`config.mk`:
```
export PLATFORM = sky130hd
export DESIGN_NAME = crc_frame_serializer_flat
export DESIGN_NICKNAME = d
export VERILOG_FILES = /design/src/rtl/crc_pkg.sv /design/src/rtl/crc_frame_serializer_if.sv /design/src/rtl/crc_bit_shifter.sv /design/src/rtl/crc_frame_serializer.sv /design/src/flat_wrapper.sv
export SDC_FILE = /design/constraint.sdc
export NUM_CORES = 1
export LEC_CHECK = 0
export BUFFER_PORTS_ARGS = -buffer_cell sky130_fd_sc_hd__buf_2
export CAP_MARGIN = 20
export CORE_MARGIN = 5
export CORE_UTILIZATION = 52
export CTS_BUF_LIST = sky130_fd_sc_hd__clkbuf_4 sky130_fd_sc_hd__clkbuf_8
export DETAILED_ROUTE_END_ITERATION = 16
export PLACE_DENSITY = 0.75
export SYNTH_ARGS = -nofsm -noshare
export SYNTH_HDL_FRONTEND = slang
export SYNTH_SLANG_ARGS = --single-unit
```
`constraint.sdc`:
```
create_clock -name CLK -period 2.4 [get_ports CLK]
set_input_delay 0.24 -clock CLK [delete_from_list [all_inputs] [get_ports CLK]]
set_output_delay 0.24 -clock CLK [all_outputs]
set_load 0.01 [all_outputs]
```
`src/rtl/crc_pkg.sv`:
```
// Shared definitions for the CRC frame serializer and the CRC engine it feeds:
// default widths, the serializer state encoding and a constant clog2 helper.
package crc_pkg;

    localparam int DEF_DATA_WIDTH = 8;
    localparam int DEF_CRC_WIDTH  = 8;

    typedef enum logic [2:0] {
        ST_IDLE     = 3'd0,
        ST_START    = 3'd1,
        ST_SHIFT    = 3'd2,
        ST_CRC_WAIT = 3'd3,
        ST_GAP      = 3'd4
    } state_e;

    // Ceiling log2; returns 0 for values <= 1, so callers clamp widths to 1.
    function automatic int clog2(input int value);
        int result;
        int v;
        result = 0;
        v      = value - 1;
        while (v > 0) begin
            result = result + 1;
            v      = v >> 1;
        end
        return result;
    endfunction

endpackage

```
`src/rtl/crc_frame_serializer_if.sv`:
```
// Handshake input stream plus the serial link towards the CRC engine.
// master = upstream word source, slave = the serializer.
interface crc_frame_serializer_if
    import crc_pkg::*;
#(
    parameter int DATA_WIDTH = DEF_DATA_WIDTH
);
    logic [DATA_WIDTH-1:0] IN_DATA;
    logic                  IN_VALID;
    logic                  IN_LAST;
    logic                  IN_READY;
    logic                  CRC_CLR;
    logic                  DATA;
    logic                  ACTIVE;
    logic                  BUSY;
    logic                  FRAME_DONE;
    logic                  UNDERRUN;

    modport master (
        output IN_DATA, IN_VALID, IN_LAST,
        input  IN_READY, CRC_CLR, DATA, ACTIVE, BUSY, FRAME_DONE, UNDERRUN
    );

    modport slave (
        input  IN_DATA, IN_VALID, IN_LAST,
        output IN_READY, CRC_CLR, DATA, ACTIVE, BUSY, FRAME_DONE, UNDERRUN
    );
endinterface

```
`src/rtl/crc_bit_shifter.sv`:
```
// Load/shift register with bit counter. Shifts right so bit 0 leaves first;
// a load always wins over a shift so a back-to-back word replaces the
// register on the same edge that would otherwise advance it.
module crc_bit_shifter
    import crc_pkg::*;
#(
    parameter int DATA_WIDTH = DEF_DATA_WIDTH
) (
    input  logic                  clk_i,
    input  logic                  rst_ni,
    input  logic                  load_i,
    input  logic [DATA_WIDTH-1:0] load_data_i,
    input  logic                  shift_i,
    output logic                  serial_o,
    output logic                  last_bit_o
);
    localparam int CNT_W = (clog2(DATA_WIDTH) > 0) ? clog2(DATA_WIDTH) : 1;
    localparam logic [CNT_W-1:0] CNT_LAST = CNT_W'(DATA_WIDTH - 1);

    logic [DATA_WIDTH-1:0] shreg_q, shreg_d;
    logic [CNT_W-1:0]      bit_cnt_q, bit_cnt_d;

    assign serial_o   = shreg_q[0];
    assign last_bit_o = (bit_cnt_q == CNT_LAST);

    // Next-state: load restarts the count, shift advances it and wraps after the last bit.
    always_comb begin
        shreg_d   = shreg_q;
        bit_cnt_d = bit_cnt_q;
        if (load_i) begin
            shreg_d   = load_data_i;
            bit_cnt_d = '0;
        end else if (shift_i) begin
            shreg_d   = shreg_q >> 1;
            bit_cnt_d = last_bit_o ? '0 : bit_cnt_q + 1'b1;
        end
    end

    // Register update with synchronous active-low reset.
    always_ff @(posedge clk_i) begin
        if (!rst_ni) begin
            shreg_q   <= '0;
            bit_cnt_q <= '0;
        end else begin
            shreg_q   <= shreg_d;
            bit_cnt_q <= bit_cnt_d;
        end
    end
endmodule

```
`src/rtl/crc_frame_serializer.sv`:
```
// Feeds message words bit-serially (LSB first) into the serial CRC engine.
// Each frame: one-cycle engine clear, gapless message bits with ACTIVE high,
// then a CRC shift-out window and a guard gap before the next frame.
// GAP_CYCLES must be at least 1 (FRAME_DONE is decoded in the last gap cycle).
module crc_frame_serializer
    import crc_pkg::*;
#(
    parameter int DATA_WIDTH = DEF_DATA_WIDTH,
    parameter int CRC_WIDTH  = DEF_CRC_WIDTH,
    parameter int GAP_CYCLES = 1
) (
    input logic                 CLK,
    input logic                 RST,
    crc_frame_serializer_if.slave ser
);
    localparam int WAIT_MAX = (CRC_WIDTH > GAP_CYCLES) ? CRC_WIDTH : GAP_CYCLES;
    localparam int WAIT_W   = (clog2(WAIT_MAX + 1) > 0) ? clog2(WAIT_MAX + 1) : 1;
    localparam logic [WAIT_W-1:0] CRC_LAST = WAIT_W'(CRC_WIDTH - 1);
    localparam logic [WAIT_W-1:0] GAP_LAST = WAIT_W'(GAP_CYCLES - 1);

    state_e            state_q, state_d;
    logic [WAIT_W-1:0] wait_cnt_q, wait_cnt_d;
    logic              last_flag_q, last_flag_d;
    logic              underrun_q, underrun_d;

    logic in_ready;
    logic xfer;
    logic serial_bit;
    logic last_bit;

    // Ready depends only on state/counters, never on IN_VALID.
    assign in_ready = RST && ((state_q == ST_IDLE) ||
                              (state_q == ST_SHIFT && last_bit && !last_flag_q));
    assign xfer     = ser.IN_VALID && in_ready;

    crc_bit_shifter #(
        .DATA_WIDTH (DATA_WIDTH)
    ) u_shifter (
        .clk_i       (CLK),
        .rst_ni      (RST),
        .load_i      (xfer),
        .load_data_i (ser.IN_DATA),
        .shift_i     (state_q == ST_SHIFT),
        .serial_o    (serial_bit),
        .last_bit_o  (last_bit)
    );

    // Frame sequencing; an underrun closes the frame as if IN_LAST had been seen.
    always_comb begin
        state_d     = state_q;
        wait_cnt_d  = wait_cnt_q;
        last_flag_d = xfer ? ser.IN_LAST : last_flag_q;
        underrun_d  = 1'b0;
        case (state_q)
            ST_IDLE: begin
                wait_cnt_d = '0;
                if (xfer) state_d = ST_START;
            end
            ST_START: begin
                state_d = ST_SHIFT;
            end
            ST_SHIFT: begin
                if (last_bit && !xfer) begin
                    state_d    = ST_CRC_WAIT;
                    wait_cnt_d = '0;
                    underrun_d = !last_flag_q;
                end
            end
            ST_CRC_WAIT: begin
                if (wait_cnt_q == CRC_LAST) begin
                    state_d    = ST_GAP;
                    wait_cnt_d = '0;
                end else begin
                    wait_cnt_d = wait_cnt_q + 1'b1;
                end
            end
            ST_GAP: begin
                if (wait_cnt_q == GAP_LAST) begin
                    state_d    = ST_IDLE;
                    wait_cnt_d = '0;
                end else begin
                    wait_cnt_d = wait_cnt_q + 1'b1;
                end
            end
            default: begin
                state_d    = ST_IDLE;
                wait_cnt_d = '0;
            end
        endcase
    end

    // Control registers; reset aborts any frame without a completion pulse.
    always_ff @(posedge CLK) begin
        if (!RST) begin
            state_q     <= ST_IDLE;
            wait_cnt_q  <= '0;
            last_flag_q <= 1'b0;
            underrun_q  <= 1'b0;
        end else begin
            state_q     <= state_d;
            wait_cnt_q  <= wait_cnt_d;
            last_flag_q <= last_flag_d;
            underrun_q  <= underrun_d;
        end
    end

    assign ser.IN_READY   = in_ready;
    assign ser.CRC_CLR    = (state_q != ST_START);
    assign ser.ACTIVE     = (state_q == ST_SHIFT);
    assign ser.DATA       = (state_q == ST_SHIFT) && serial_bit;
    assign ser.BUSY       = (state_q != ST_IDLE);
    assign ser.FRAME_DONE = (state_q == ST_GAP) && (wait_cnt_q == GAP_LAST);
    assign ser.UNDERRUN   = underrun_q;
endmodule

```
`src/flat_wrapper.sv`:
```
// flat-port wrapper written by rule: the top's interface ports become plain ports
module crc_frame_serializer_flat import crc_pkg::*;
#(
    parameter int DATA_WIDTH = DEF_DATA_WIDTH,
    parameter int CRC_WIDTH  = DEF_CRC_WIDTH,
    parameter int GAP_CYCLES = 1
)
  (CLK, RST, ser_IN_DATA, ser_IN_VALID, ser_IN_LAST, ser_IN_READY, ser_CRC_CLR, ser_DATA, ser_ACTIVE, ser_BUSY, ser_FRAME_DONE, ser_UNDERRUN);
  crc_frame_serializer_if #(.DATA_WIDTH(DATA_WIDTH)) ser_i ();
  input logic CLK;
  input logic RST;
  input wire logic [$bits(ser_i.IN_DATA)-1:0] ser_IN_DATA;
  input wire logic [$bits(ser_i.IN_VALID)-1:0] ser_IN_VALID;
  input wire logic [$bits(ser_i.IN_LAST)-1:0] ser_IN_LAST;
  output wire logic [$bits(ser_i.IN_READY)-1:0] ser_IN_READY;
  output wire logic [$bits(ser_i.CRC_CLR)-1:0] ser_CRC_CLR;
  output wire logic [$bits(ser_i.DATA)-1:0] ser_DATA;
  output wire logic [$bits(ser_i.ACTIVE)-1:0] ser_ACTIVE;
  output wire logic [$bits(ser_i.BUSY)-1:0] ser_BUSY;
  output wire logic [$bits(ser_i.FRAME_DONE)-1:0] ser_FRAME_DONE;
  output wire logic [$bits(ser_i.UNDERRUN)-1:0] ser_UNDERRUN;
  assign ser_i.IN_DATA = ser_IN_DATA;
  assign ser_i.IN_VALID = ser_IN_VALID;
  assign ser_i.IN_LAST = ser_IN_LAST;
  assign ser_IN_READY = ser_i.IN_READY;
  assign ser_CRC_CLR = ser_i.CRC_CLR;
  assign ser_DATA = ser_i.DATA;
  assign ser_ACTIVE = ser_i.ACTIVE;
  assign ser_BUSY = ser_i.BUSY;
  assign ser_FRAME_DONE = ser_i.FRAME_DONE;
  assign ser_UNDERRUN = ser_i.UNDERRUN;
  crc_frame_serializer #(.DATA_WIDTH(DATA_WIDTH), .CRC_WIDTH(CRC_WIDTH), .GAP_CYCLES(GAP_CYCLES)) u_core (.CLK(CLK), .RST(RST), .ser(ser_i));
endmodule
```
==> results.ini, run 1 <==
[setup_path]
path_cells=or3b_2, inv_1, and2_1, buf_2
r2r_end=u_core.ser.UNDERRUN$_SDFF_PN0_
start_kind=flip-flop
cp.arrival_ns=1.96
slowest_delay_ns=0.66
r2r_start=u_core.u_shifter.bit_cnt_q[0]$_SDFFE_PP0N_
cp-end-kind=output pin
crit_slowest_cell=or3b_2
worstSetupPathType=flip-flop to output pin
ff2ff_path_depth=6
regToRegSetupSlack_ns=0.46
critPathMaxFanout=14
cp.required_ns=2.16

[finish]
final_nets=165
drive_gt1_share_pct=18.4
multi_input_area_um2=571
n_antenna_cell=0
n_fill_cell=179
area_delta_synth_final_pct=8.91
stdcell_count=174
final_common_cell=nand2_1
ff_latch_area_um2=400
layout_common_cells=nand2_1, dfxtp_1, buf_2, nor2_1, a21oi_1
finish.utilization_pct=59.1

[global_route]
antenna_found_initial=0
track_usage_pct=18.2
grt_pass1_wl_mm=3.97
overflow=0
grt_max_degree=18
first_global_vias=897

[logic_synthesis]
yosysTopAreaCellShare_pct=38.0
synth-simple-area-share_pct=29.6
netlist_instances=133
async_flop_share_pct=0
synth_top_family_by_area=simple AND/OR/NAND/NOR gates
ys_seq_area_share_pct=38.0
synthMuxAreaShare_pct=0
synth_largest_area_cell=dfxtp_1
syn_avg_cell_area_um2=7.92
synth-compound-area-share_pct=19.0
synth_adder_area_share_pct=4.75
synth-seq-cells=20
synth_flop_cell=dfxtp_1
netlist_area_um2=1050
ys_types=33
synth_area_leaders=dfxtp_1, nand2_1, a311oi_1
synth-edff-count=0
synth_xor_area_share_pct=0.831
synth_fp_nets=149
yosysWarnings=0

[clocking]
cts_buffer_depth=2
post-cts-setup-buffers=0
cts-root-buf=clkbuf_4
ctsHoldBuffers=0
insertion_delay_ns=0.30
cts_tree=yes
cts_buffers=3
cts.sinks=20
clk_pin_slew_worst_paths_ns=0.10
cts-resized-gates=0
h-tree-depth=1

[place]
port_buffers=18
place_ws_ns=0.525
place_congestion=0.877
dp_hpwl_mm=1.68
place_inst=171

[route]
routed_wl_mm=2.31
num_vias=992
firstDrtPassIters=4
via_per_inst=5.70
wl_per_cell_um=13.3
drc_errors=0
ant_nets=0
dr.first_iter.drc_count=28

[timing]
finalSetupTns_ns=0
finalMaxSlewViolations=0
hold_violations=0
fin_ws_ns=0.205
rsz0062_at_grt=false
period_needed_ns=2.20
slew-limit-headroom_pct=65.7
worstMarginPinSlew_ns=0.514
fmax_mhz=456
setup_viol=0
skew_ns=0.00365
whs_ns=0.204
period_share_pct=91.5

[floorplanning]
die_x_um=55.0
dieHeight_um=55.0
ioPinCount=19
initial_core_util_pct=54.3
dieArea_um2=3030
num_rows=16
coreArea_um2=1940

[power_and_ir_drop]
cellPowerDensity_nw_per_um2=538
power.share.sequential_pct=58.6
comb_power_share_pct=16.2
power.leakage_nw=0.463
switching_share_pct=27.2
vdd_drop_max_uv=407
p_sw_uw=168
power.internal_uw=449
clockPowerShare_pct=25.2

[min_path]
min_path_type=primary input to flip-flop
min_from=ser_IN_DATA[7]
hold_end=u_core.u_shifter.shreg_q[7]$_SDFFE_PN0P_
min_path_cells=3

[run_status]
status=finished, final reports clean

[flow_run]
max_cap_violations=0

==> worst max-delay path, delay by kind of cell (launching register included) <==
kind,cells,cell delay [ns]
and+or+nand+nor,2,0.83
DFF,1,0.42
buffers and inverters,2,0.42
==> logic make-up after synthesis <==
kind of cell / Yosys count
compound gates: 30
xor+xnor: 1
fa+ha+maj: 4
buf+inv: 14
flops: 20
simple gates: 64
==> how the worst max path moves through the flow <==
| stage | from | endpoint | cells after the start |
|---|---|---|---|
| 3_3_place_gp | u_core.state_q[0]$_SDFFE_PN0P_ | ser_DATA | 4 |
| 5_1_grt | u_core.state_q[0]$_SDFFE_PN0P_ | ser_DATA | 4 |
| 6_report | u_core.state_q[0]$_SDFFE_PN0P_ | ser_DATA | 4 |
| 3_5_place_dp | u_core.u_shifter.bit_cnt_q[0]$_SDFFE_PP0N_ | u_core.u_shifter.shreg_q[0]$_SDFFE_PN0P_ | 6 |
| 2_1_floorplan | u_core.state_q[0]$_SDFFE_PN0P_ | u_core.last_flag_q$_SDFFE_PN0N_ | 6 |
| 4_1_cts | u_core.state_q[0]$_SDFFE_PN0P_ | ser_DATA | 4 |
==> power by group through the flow <==
| stage | clock network, mW | logic (mW) | registers [mW] |
|---|---|---|---|
| after floorplan | 0 | 0.0796 | 0.364 |
| after global placement | 0 | 0.0953 | 0.368 |
| after detailed placement | 0 | 0.0986 | 0.369 |
| after CTS | 0.158 | 0.0990 | 0.361 |
| after global routing | 0.177 | 0.111 | 0.364 |
| final | 0.156 | 0.100 | 0.362 |
==> sequential cells by signal, summed over array words and instances (netlist names) <==
signal	count
u_core.last_flag_q	1
u_core.u_shifter.shreg_q	8
u_core.state_q	3
u_core.u_shifter.bit_cnt_q	3
u_core.ser.UNDERRUN	1
u_core.wait_cnt_q	4
==> layer usage <==
| metal | up-vias | track usage (%) | part of all wire [%] |
|---|---|---|---|
| met5 | - | 0 | 0 |
| met4 | 0 | 8.10 | 2.4 |
| met3 | 9 | 3.75 | 4.4 |
| met2 | 29 | 31.5 | 50 |
| met1 | 462 | 21.5 | 44 |
| li1 | 492 | - | - |
==> area by class of cell <==
cell class	count	area share, %
multi-input cells	99	49.7
clock buffers	3	1.96
repair buffers	19	8.51
well taps	27	2.94
inverters	6	1.96
flip-flops and latches	20	34.9
==> synthesized netlist by cell type (2+ instances only) <==
master and instances:
a21oi_1 10, a311oi_1 8, buf_6 2, clkbuf_1 4, dfxtp_1 20, ha_1 4, inv_1 6, nand2_1 27
nand2b_1 2, nand3_1 5, nand3b_1 3, nor2_1 13, nor2b_1 3, nor3_1 2, o21ai_0 5, or3b_2 2
==> per-stage QoR <==
stage / area (µm²) / total power [mW]
after global placement: 1120 / 0.463
after CTS: 1150 / 0.618
after global routing: 1150 / 0.652
final: 1150 / 0.617
after detailed placement: 1120 / 0.467
after floorplan: 1050 / 0.444
No activity file was read; power rests on OpenSTA's default activity.
==> inputs of run 2 (changes only) <==
--- a/config.mk
+++ b/config.mk
@@ -14,4 +14,5 @@
 export PLACE_DENSITY = 0.75
 export SYNTH_ARGS = -nofsm -noshare
 export SYNTH_HDL_FRONTEND = slang
+export SYNTH_HIERARCHICAL = 1
 export SYNTH_SLANG_ARGS = --single-unit
==> run 2 against run 1 <==
Sequential share of layout area is 3.6 points lower. Synthesized cell count is 9.0% lower. Worst setup slack better by 0.13 ns. Utilization about the same. Area after synthesis grew 9.0%. Flip-flop and latch count stayed put. Clock skew hardly changed. First-iteration DRC count down 32%. Sequential power about the same. Cell area is 12% higher. Die area grew 7.4%. Hold slack got worse by 0.0094 ns.
==> results.ini, run 2 <==
[power_and_ir_drop]
cellPowerDensity_nw_per_um2=534  ; -0.71%
power.leakage_nw=0.611  ; +32%
vdd_drop_max_uv=279  ; -31%

[timing]
slew-limit-headroom_pct=65.1  ; -0.64 points
hold_violations=0  ; unchanged
fmax_mhz=483  ; +6.1%
worstMarginPinSlew_ns=0.524  ; +0.00954 ns
period_needed_ns=2.07  ; -0.126 ns
setup_viol=0  ; unchanged
finalSetupTns_ns=0  ; unchanged
period_share_pct=86.2  ; -5.2 points
rsz0062_at_grt=false
finalMaxSlewViolations=0  ; unchanged
skew_ns=0.00394  ; +0.000296 ns

[clocking]
post-cts-setup-buffers=0  ; unchanged
cts_buffer_depth=2  ; unchanged
clk_pin_slew_worst_paths_ns=0.11  ; about the same
cts_buffers=3  ; unchanged
ctsHoldBuffers=0  ; unchanged
cts.sinks=20  ; unchanged
cts-resized-gates=0  ; unchanged
insertion_delay_ns=0.29  ; about the same
cts_tree=yes
cts-root-buf=clkbuf_4
h-tree-depth=1  ; unchanged

[route]
drc_errors=0  ; unchanged
firstDrtPassIters=4  ; unchanged
via_per_inst=5.52  ; -3.2%
routed_wl_mm=2.18  ; -5.8%
dr.first_iter.drc_count=19  ; -32%
wl_per_cell_um=13.0  ; -1.9%
num_vias=922  ; -7.1%
ant_nets=0  ; unchanged

[finish]
top_regs=u_core/u_shifter/shreg_q (8), u_core/wait_cnt_q (4)
multi_input_area_um2=686  ; +20%
area_delta_synth_final_pct=11.5
n_antenna_cell=0  ; unchanged
final_nets=156  ; -5.5%
layout_common_cells=dfxtp_1, buf_2, nand2b_1, nor2_1
ff_latch_area_um2=400  ; unchanged
max_flop_register=u_core/u_shifter/shreg_q
largest_reg_flops=8  ; unchanged
final_common_cell=dfxtp_1
drive_gt1_share_pct=29.5  ; +11 points
stdcell_count=167  ; -4.0%
n_fill_cell=212  ; +18%

[setup_path]
worstSetupPathType=flip-flop to flip-flop
ff2ff_path_depth=7  ; +1
r2r_start=u_core/u_shifter/bit_cnt_q[0]$_SDFFE_PP0P_
start_kind=flip-flop
cp.arrival_ns=2.26  ; +0.30 ns
regToRegSetupSlack_ns=0.33  ; -0.13 ns
critPathLaunch=u_core/u_shifter/bit_cnt_q[0]$_SDFFE_PP0P_
slowest_delay_ns=0.53  ; -0.13 ns
cp-end-kind=flip-flop
r2r_end=u_core/u_shifter/bit_cnt_q[1]$_SDFFE_PP0P_
path_cells=ha_1, ha_1, nand2b_1, a21boi_1, and3_1, nand2b_1, nor2_1
endpoint=u_core/u_shifter/bit_cnt_q[1]$_SDFFE_PP0P_
critPathMaxFanout=17  ; +3
cp.required_ns=2.60  ; +0.44 ns
crit_slowest_cell=and3_1

[global_route]
grt_max_degree=18  ; unchanged
overflow=0  ; unchanged
track_usage_pct=13.6  ; -4.6 points
antenna_found_initial=0  ; unchanged
first_global_vias=880  ; -1.9%
grt_pass1_wl_mm=3.61  ; -9.2%

[flow_run]
max_cap_violations=0  ; unchanged

[floorplanning]
coreArea_um2=2170  ; +12%
dieArea_um2=3250  ; +7.4%
num_rows=17  ; +1
ioPinCount=19  ; unchanged
dieHeight_um=57  ; +3.6%
initial_core_util_pct=52.9  ; -1.3 points
die_x_um=57  ; +3.6%

[logic_synthesis]
ys_seq_area_share_pct=34.9  ; -3.1 points
synth-edff-count=0  ; unchanged
synth_most_common_cell=dfxtp_1
synth_fp_nets=137  ; -8.1%
yosysWarnings=6  ; +6
ys_types=41  ; +24%
netlist_instances=121  ; -9.0%
yosysTopAreaCellShare_pct=34.9  ; -3.1 points
netlist_area_um2=1150  ; +9.0%
synthTopCellsByCount=dfxtp_1, nand2b_1, nor2_1, mux2_2, o211a_1
synth-seq-cells=20  ; unchanged
async_flop_share_pct=0  ; unchanged
synth_flop_cell=dfxtp_1
synth_area_leaders=dfxtp_1, nand2b_1, mux2_2
syn_avg_cell_area_um2=9.49  ; +20%
synth_largest_area_cell=dfxtp_1

[place]
port_buffers=18  ; unchanged
place_congestion=0.846  ; -3.5%
place_inst=163  ; -4.7%
dp_hpwl_mm=1.64  ; -2.8%

[run_status]
status=finished, final reports clean

[min_path]
min_path_type=primary input to flip-flop

-- run 2: changes by cell type in the layout (fill, tap and decap cells not counted), sizes merged, moves of 7 or more --
cell    delta
nand2     -23
nand2b    +11
a311oi     -7
mux2       +7
o211a      +7
-- run 2: worst min-delay path by stage --
| stage | end | cells past startpoint | slack (ns) | start |
|---|---|---|---|---|
| finish | u_core/u_shifter/shreg_q[7]$_SDFFE_PN0P_ | 3 | 0.19 | ser_IN_DATA[7] |
| global route | u_core/u_shifter/shreg_q[7]$_SDFFE_PN0P_ | 3 | 0.19 | ser_IN_DATA[7] |
| CTS | u_core/u_shifter/shreg_q[7]$_SDFFE_PN0P_ | 3 | 0.18 | ser_IN_DATA[7] |
| detailed placement | u_core/u_shifter/bit_cnt_q[1]$_SDFFE_PP0P_ | 2 | 0.49 | u_core/u_shifter/bit_cnt_q[1]$_SDFFE_PP0P_ |
| global placement | u_core/u_shifter/bit_cnt_q[1]$_SDFFE_PP0P_ | 2 | 0.48 | u_core/u_shifter/bit_cnt_q[1]$_SDFFE_PP0P_ |
| floorplan | u_core/ser.UNDERRUN$_SDFF_PN0_ | 1 | 0.32 | ser_IN_VALID |
-- run 2: logic make-up after synthesis --
group / after synthesis / share of synthesized area, %
flip-flops: 20 / 34.9
AND/OR/NAND/NOR: 43 / 22.3
XOR/XNOR: 1 / 0.763
AO/OA/AOI/OAI: 32 / 22.8
adder cells (fa/ha/maj): 4 / 4.36
multiplexers: 10 / 9.48
buffers and inverters: 11 / 5.45
-- run 2: worst max-delay path: cells and delay by family (launching register included) --
| kind | cells | cell delay, ns |
|---|---|---|
| and+or+nand+nor | 4 | 0.94 |
| adders and majority gates | 2 | 0.40 |
| DFF | 1 | 0.38 |
| AOI/OAI and AO/OA | 1 | 0.25 |
-- run 2: report_power, final --
| group | leakage [nW] | internal, mW | switching [mW] | total (mW) |
|---|---|---|---|---|
| clock network | 0.0210 | 0.0923 | 0.0986 | 0.191 |
| registers | 0.163 | 0.350 | 0.0136 | 0.364 |
| logic | 0.427 | 0.0664 | 0.0633 | 0.130 |
-- run 2: metal layers --
layer / up-vias / track usage, % / routed length, µm
met5: - / 0 / 0
met1: 434 / 16.0 / 972
li1: 469 / - / -
met3: 4 / 2.94 / 108
met4: 0 / 6.62 / 29
met2: 15 / 23.3 / 1070
-- run 2: final cells by class --
class	instances	share of cell area [%]
multi-input cells	90	53.5
well taps	28	2.73
repair buffers	20	8.20
inverters	5	1.46
clock buffers	4	2.83
flip-flops and latches	20	31.2
-- run 2: per-stage QoR --
stage,power (mW),hold WS (ns),util (%),cell area (µm²),setup WS [ns]
detailed placement,0.502,0.491,57.4,1240,0.344
CTS,0.696,0.184,59.1,1280,0.319
floorplan,0.469,0.319,-,1150,0.643
finish,0.684,0.195,59.1,1280,0.331
global route,0.723,0.191,59.1,1280,0.183
global placement,0.497,0.481,57.4,1240,0.510
